### config.mk
export PLATFORM = sky130hd
export DESIGN_NAME = join_collector
export DESIGN_NICKNAME = d
export VERILOG_FILES = /design/src/rtl/join_pkg.sv /design/src/rtl/join_timer.sv /design/src/rtl/join_collector.sv
export SDC_FILE = /design/constraint.sdc
export NUM_CORES = 1
export LEC_CHECK = 0
export BUFFER_PORTS_ARGS = -buffer_cell sky130_fd_sc_hd__clkbuf_2
export CAP_MARGIN = 10
export CELL_PAD_IN_SITES_DETAIL_PLACEMENT = 0
export CELL_PAD_IN_SITES_GLOBAL_PLACEMENT = 1
export CORE_MARGIN = 4
export CORE_UTILIZATION = 43
export CTS_BUF_LIST = sky130_fd_sc_hd__clkbuf_2
export DETAILED_ROUTE_END_ITERATION = 6
export HOLD_SLACK_MARGIN = 0.12
export PLACE_DENSITY = 0.91
export SLEW_MARGIN = 20
export SYNTH_ARGS = -nofsm -noshare
export SYNTH_HDL_FRONTEND = slang
export SYNTH_SLANG_ARGS = --single-unit
### constraint.sdc
create_clock -name clk -period 1.9 [get_ports clk]
set_clock_uncertainty 0.05 [all_clocks]
set_input_delay 0.38 -clock clk [delete_from_list [all_inputs] [get_ports clk]]
set_output_delay 0.38 -clock clk [all_outputs]
set_load 0.01 [all_outputs]
### src/rtl/join_pkg.sv
// Shared types and sizing helpers for the branch join point.
package join_pkg;

    // Join FSM states: WAIT means neither branch captured yet.
    typedef enum logic [2:0] {
        IDLE   = 3'd0,
        WAIT   = 3'd1,
        HAVE_A = 3'd2,
        HAVE_B = 3'd3,
        DONE   = 3'd4
    } join_state_t;

    // Default join window length in cycles.
    localparam int TIMEOUT_DEFAULT = 32;

    // Counter width for a given window: one spare bit above $clog2 so the
    // terminal value TIMEOUT-1 always fits with headroom for saturation.
    function automatic int cnt_width(input int timeout);
        return $clog2(timeout) + 1;
    endfunction

endpackage

### src/rtl/join_timer.sv
// Clear/enable saturating window counter with terminal-count flag.
module join_timer #(
    parameter int W  = 6,
    parameter int TC = 31
) (
    input  logic clk,
    input  logic rst_n,
    input  logic clear,
    input  logic en,
    output logic tc
);

    logic [W-1:0] count;

    // Count window cycles; clear wins over enable, hold at all-ones.
    always_ff @(posedge clk or negedge rst_n) begin
        if (!rst_n) begin
            count <= '0;
        end else if (clear) begin
            count <= '0;
        end else if (en && (count != '1)) begin
            count <= count + W'(1);
        end
    end

    assign tc = (count == W'(TC));

endmodule

### src/rtl/join_collector.sv
// Join point for two independently launched result branches A and B.
// Captures one result per branch, then pulses out_valid; aborts with a
// timeout pulse if the window closes before both branches arrive.
module join_collector
    import join_pkg::*;
#(
    parameter int WIDTH   = 4,
    parameter int TIMEOUT = TIMEOUT_DEFAULT,
    parameter int ORDERED = 1
) (
    input  logic             clk,
    input  logic             rst_n,
    input  logic             start,
    input  logic             a_valid,
    input  logic [WIDTH-1:0] a_data,
    output logic             a_ready,
    input  logic             b_valid,
    input  logic [WIDTH-1:0] b_data,
    output logic             b_ready,
    output logic             out_valid,
    output logic [WIDTH-1:0] out_a,
    output logic [WIDTH-1:0] out_b,
    output logic             timeout,
    output logic             order_err,
    output logic             busy
);

    localparam int CNT_W = cnt_width(TIMEOUT);

    join_state_t state;
    logic        win_open;
    logic        acc_a;
    logic        acc_b;
    logic        got_a;
    logic        got_b;
    logic        tc;

    // Handshake readiness is a pure decode of the state register.
    assign a_ready  = (state == WAIT) || (state == HAVE_B);
    assign b_ready  = (state == HAVE_A) || ((ORDERED == 0) && (state == WAIT));
    assign win_open = (state == WAIT) || (state == HAVE_A) || (state == HAVE_B);

    assign acc_a = a_valid && a_ready;
    assign acc_b = b_valid && b_ready;

    // Branch held either from an earlier cycle or accepted right now.
    assign got_a = (state == HAVE_A) || acc_a;
    assign got_b = (state == HAVE_B) || acc_b;

    assign out_valid = (state == DONE);
    assign busy      = (state != IDLE);

    join_timer #(
        .W  (CNT_W),
        .TC (TIMEOUT - 1)
    ) u_timer (
        .clk   (clk),
        .rst_n (rst_n),
        .clear ((state == IDLE) && start),
        .en    (win_open),
        .tc    (tc)
    );

    // Join FSM with capture registers and one-cycle status pulses.
    always_ff @(posedge clk or negedge rst_n) begin
        if (!rst_n) begin
            state     <= IDLE;
            out_a     <= '0;
            out_b     <= '0;
            timeout   <= 1'b0;
            order_err <= 1'b0;
        end else begin
            timeout   <= 1'b0;
            order_err <= 1'b0;
            if (acc_a) out_a <= a_data;
            if (acc_b) out_b <= b_data;
            case (state)
                IDLE: begin
                    if (start) state <= WAIT;
                end
                WAIT, HAVE_A, HAVE_B: begin
                    // B showing up before A in ordered mode is flagged, not taken.
                    if ((ORDERED != 0) && (state == WAIT) && b_valid)
                        order_err <= 1'b1;
                    // Completion on the last window cycle beats the timeout.
                    if (got_a && got_b) begin
                        state <= DONE;
                    end else if (tc) begin
                        state   <= IDLE;
                        timeout <= 1'b1;
                    end else if (got_a) begin
                        state <= HAVE_A;
                    end else if (got_b) begin
                        state <= HAVE_B;
                    end
                end
                DONE: begin
                    // Start is not honoured here; it must be re-presented in IDLE.
                    state <= IDLE;
                end
                default: state <= IDLE;
            endcase
        end
    end

endmodule

# Yosys cells after proc, flatten, opt, wreduce, memory -nomap -nowiden
# Cells that the tools add are included.
# word_totals
ff_bits	19
latchBits	0
ramBits	0
rom_bits	0
input_bits	13
out_inout_bits	14
n_memories	0
# op_classes
add_sub_neg	1
multipliers	0
div_mod_pow	0
magnitude_cmp	0
eq_ne	8
shift	0
n_mux	13
bitwise_logic	0
n_reduce_logical	16
# op_table
cell	count
$mux 3	5
$mux 6	2
$add 6x1->6 const B	1
$eq 3x2->1 const B	2
$eq 6x5->1 const B	1
$logic_and 1x1->1	6
$ne 6x6->1 const B	1
$pmux 3 s2	1
$logic_or 1x1->1	5
$mux 1	5
$ne 5x5->1 const B	1
$eq 3x1->1 const B	1
$eq 3x3->1 const B	1
$logic_not 3->1	1
$reduce_bool 3->1	1
$reduce_or 3->1	1
$ne 2x2->1 const B	1
$reduce_and 2->1	1
$reduce_bool 2->1	1

# Longest topological paths before layout
# logic_depth
depth_word	8
mapped_depth	4
ltp_nobuf	4

# Cells and area by module
# From an unflattened synthesis, not the netlist that was laid out.
# hier_totals
cells_unflattened	89
hier_area_um2	993.5
# modules_own_cells
mod	n_inst	cells_per_inst	area_per_inst_um2	seq_area_each_um2
join_collector	1	49	603.1	325.3
join_timer	1	40	390.4	150.1

# Worst setup path before layout
# Ideal clock, no wire load.
# synth_path
path_kind	register -> register
start	register state[2]
end	register out_b[0]
arrival_ps	1295
slack_ps	428
stages_incl_launch_ff	5
path_cell_list	dfrtp_1 > buf_2 > nor3b_2 > and2_4 > mux2_1
# synth_between
elab_chain_cells	2
# synth_rtl
item	line	source
from (decl)	join_collector.sv:30	join_state_t state;
from (signal assigned)	join_collector.sv:67	state <= IDLE;
from (signal assigned)	join_collector.sv:79	if (start) state <= WAIT;
from (signal assigned)	join_collector.sv:87	state <= DONE;
$eq 3x2->1	join_collector.sv:40	assign b_ready = (state == HAVE_A) || ((ORDERED == 0) && (state == WAIT));
via b_ready	join_collector.sv:19	output logic b_ready,
$logic_and 1x1->1	join_collector.sv:44	assign acc_b = b_valid && b_ready;
to (signal assigned)	join_collector.sv:76	if (acc_b) out_b <= b_data;
to (decl)	join_collector.sv:22	output logic [WIDTH-1:0] out_b,
# The timed path passes the listed nets, and every way through them passes these cells.
# A chain may end at the register's enable or synchronous reset.

# Final worst setup path
# layout_path
start	register state[0]
end	output port busy
# layout_between
elab_chain_cells	1
# layout_rtl
item	line	source
$reduce_bool 3->1	join_collector.sv:51	assign busy = (state != IDLE);
to (decl)	join_collector.sv:25	output logic busy
# Every way passes these cells.

==> out/results.tsv <==
stage	metric	value	unit
run_status	status	completed	
global_route	antenna_found_initial	0	
sta	max_slew_margin	69.0	%
clocking	worstSkewPairLatency	0.32	ns
yosys	syn-num-nets	94	
sta	finalCriticalPeriod	1.82	ns
clocking	cts_buffer_depth	2	
placed_design	place_ws	0.315	ns
sta	rsz0062_at_grt	no	
placed_design	dpl_cell_area	1070	um2
yosys	yosysUniqueCellTypes	36	
route	wl	1800	um
power_and_ir_drop	vdd_drop_max	0.684	mV
layout	stdcell_area	1100	um2
setup_path	worst_path_max_delay_cell	dfrtp_1	
route	vias_per_cell	5.31	
sta	timing.final.ws_setup	0.0828	ns
sta	hold_viol_final	0	
yosys	ys_seq_area_share	51.4	%
yosys	synth_area_leader_cell	dfrtp_1	
yosys	async_reset_ff_share	100	%
yosys	synth.top_cell.area_share	51.4	%
route	wl_per_cell	13.4	um
sta	setup_tns	0	ns
setup_path	cpPeakStageDelay	0.55	ns
flow_run	drv_cap	0	
power_and_ir_drop	leakage	0.561	nW
setup_path	crit_arrival	1.39	ns
sta	setup-violations-final	0	
route	drtAntennaViolNets	0	
clocking	htreeDepth	1	
route	drt_iter0_drc	10	
yosys	syn_inst	80	
placed_design	place_congestion	0.715	
power_and_ir_drop	total_power	1.58	mW
sta	timing.final.crit_share	95.6	%
clocking	clk_pin_slew	0.19	ns
yosys	yosysWarningCount	0	
floorplanning	dieWidth	54.4	um
floorplanning	start_util	46.3	%
layout	synthToLayoutAreaGrowth	18.9	%
setup_path	required	1.47	ns
floorplanning	io_pins	27	
placed_design	hpwl	1390	um
power_and_ir_drop	power_density	1440	nW/um2
layout	drive_above_1_share	36.4	%
worst_hold_path	hold_path_class	in2reg	
floorplanning	core	2000	um2
setup_path	worstPathMaxFanout	13	
global_route	grt_pass1_vias	682	
worst_hold_path	hold_end	out_b[1]	
global_route	track_usage	14.3	%
global_route	grt_max_degree	20	
yosys	syn_area	926	um2
clocking	cts_root_buf	clkbuf_2	
layout	fillers	191	
worst_hold_path	min-delay-start	b_data[1]	
global_route	grt_first_pass_wirelength	3030	um
sta	max_slew.worst_pin.slew	0.465	ns
global_route	grt_overflow_total	0	
setup_path	worstSetupPathType	reg2out	
setup_path	regToRegSetupSlack	0.30	ns
setup_path	critPathLaunchType	flip-flop	
sta	finalMaxSlewViolations	0	
setup_path	reg2reg_to	u_timer.count[5]	
clocking	cts_tree	built	
placed_design	port_buffers	26	
setup_path	reg2reg_depth	3	
yosys	avgSynthCellArea	11.6	um2
clocking	post-cts-setup-buffers	0	
setup_path	path_cells	or3_1 -> clkbuf_2	
route	drc_errors	0	
layout	antennaDiodeCount	0	
route	vias	711	
yosys	yosys-top-cells-area	dfrtp_1, mux2i_1, mux2_1	
setup_path	critPathCaptureType	primary output	
floorplanning	dieArea	2960	um2
sta	fmax	550	MHz
floorplanning	rows	16	
floorplanning	die_y	54.4	um
layout	nNetsFinal	122	
yosys	synth_flop_cell	dfrtp_1	
setup_path	r2r_start	state[0]	
yosys	ys_ff_latch	19	
clocking	cts_buffers	3	
route	firstDrtPassIters	4	
clocking	cts_num_sinks	19	
worst_hold_path	whs_path_depth	2	
yosys	synth_edf_count	0	
## logic make-up after synthesis
kind of cell / count (synthesis) / synth area share, %
AO/OA/AOI/OAI: 13 / 10.1
XOR/XNOR: 1 / 0.946
adder cells (fa/ha/maj): 1 / 1.35
buffers and inverters: 6 / 3.24
flip-flops: 19 / 51.4
multiplexers: 13 / 15.1
AND/OR/NAND/NOR: 27 / 17.8
## stage by stage
step	instances	hold WS [ns]	util, %
6_report	134	0.208	55.0
5_1_grt	134	0.188	55.0
4_1_cts	134	0.197	54.9
3_5_place_dp	129	0.304	53.3
3_3_place_gp	129	0.305	53.3
2_1_floorplan	80	0.0344	-
## flip-flops by register name (all words and copies together), names as in the netlist
| signal | flops |
|---|---|
| out_b | 4 |
| u_timer.count | 6 |
| order_err | 1 |
| state | 3 |
| timeout | 1 |
| out_a | 4 |
## power breakdown
group / switching (mW) / leakage [nW] / internal [mW]
logic: 0.322 / 0.309 / 0.349
clock network: 0.132 / 0.0126 / 0.0490
registers: 0.164 / 0.239 / 0.565
## placed cells by master (no fill, tap or decap), types with 2 or more instances in the layout
cell,count
a21oi_1,3
clkbuf_2,29
dfrtp_1,18
inv_1,2
mux2_1,4
mux2_2,4
mux2i_1,5
nand2_1,9
nor3b_1,3
o21bai_1,2
## worst max-delay path, delay by kind of cell, from the launching register on
kind / cells / cell delay, ns
DFF: 1 / 0.55
and+or+nand+nor: 1 / 0.39
buffers and inverters: 1 / 0.13
## area by class of cell
cell class	count	area, um2	share of cell area (%)
multi-input combinational	55	420	38.2
timing repair buffer	27	140	12.7
sequential	19	477	43.3
inverter	2	7.51	0.682
tap	27	33.8	3.07
clock inverter	1	7.51	0.682
clock buffer	3	15.0	1.36
## repair_timing
action,CTS,global route
setup endpoints to repair,0,1
resized for setup,0,1
hold endpoints to repair,19,0
hold buffers,1,0
## Yosys cell counts (all sizes together), types with 2 or more instances
master,count
inv,2
nand2,9
mux2i,5
nor3b,4
a21oi,3
buf,4
dfrtp,19
nor2b,2
mux2,8
o21bai,2
and2,2
o21ai,2
## layer usage
layer	vias to the layer above	routed length [um]	global-route usage [%]
met5	-	0	0
met4	0	32	6.22
met3	4	75	2.45
met2	16	914	23.3
met1	346	776	18.5
li1	345	-	-
## worst max path at each step
| stage | start | end | slack [ns] | cells past startpoint |
|---|---|---|---|---|
| 2_1_floorplan | state[2] | out_b[0] | 0.43 | 4 |
| 3_3_place_gp | state[0] | u_timer.count[0] | 0.37 | 3 |
| 3_5_place_dp | state[0] | u_timer.count[5] | 0.32 | 3 |
| 4_1_cts | state[2] | busy | 0.06 | 2 |
| 5_1_grt | state[0] | busy | 0.008 | 2 |
| 6_report | state[0] | busy | 0.08 | 2 |
Power figures use the tool's default switching activity.
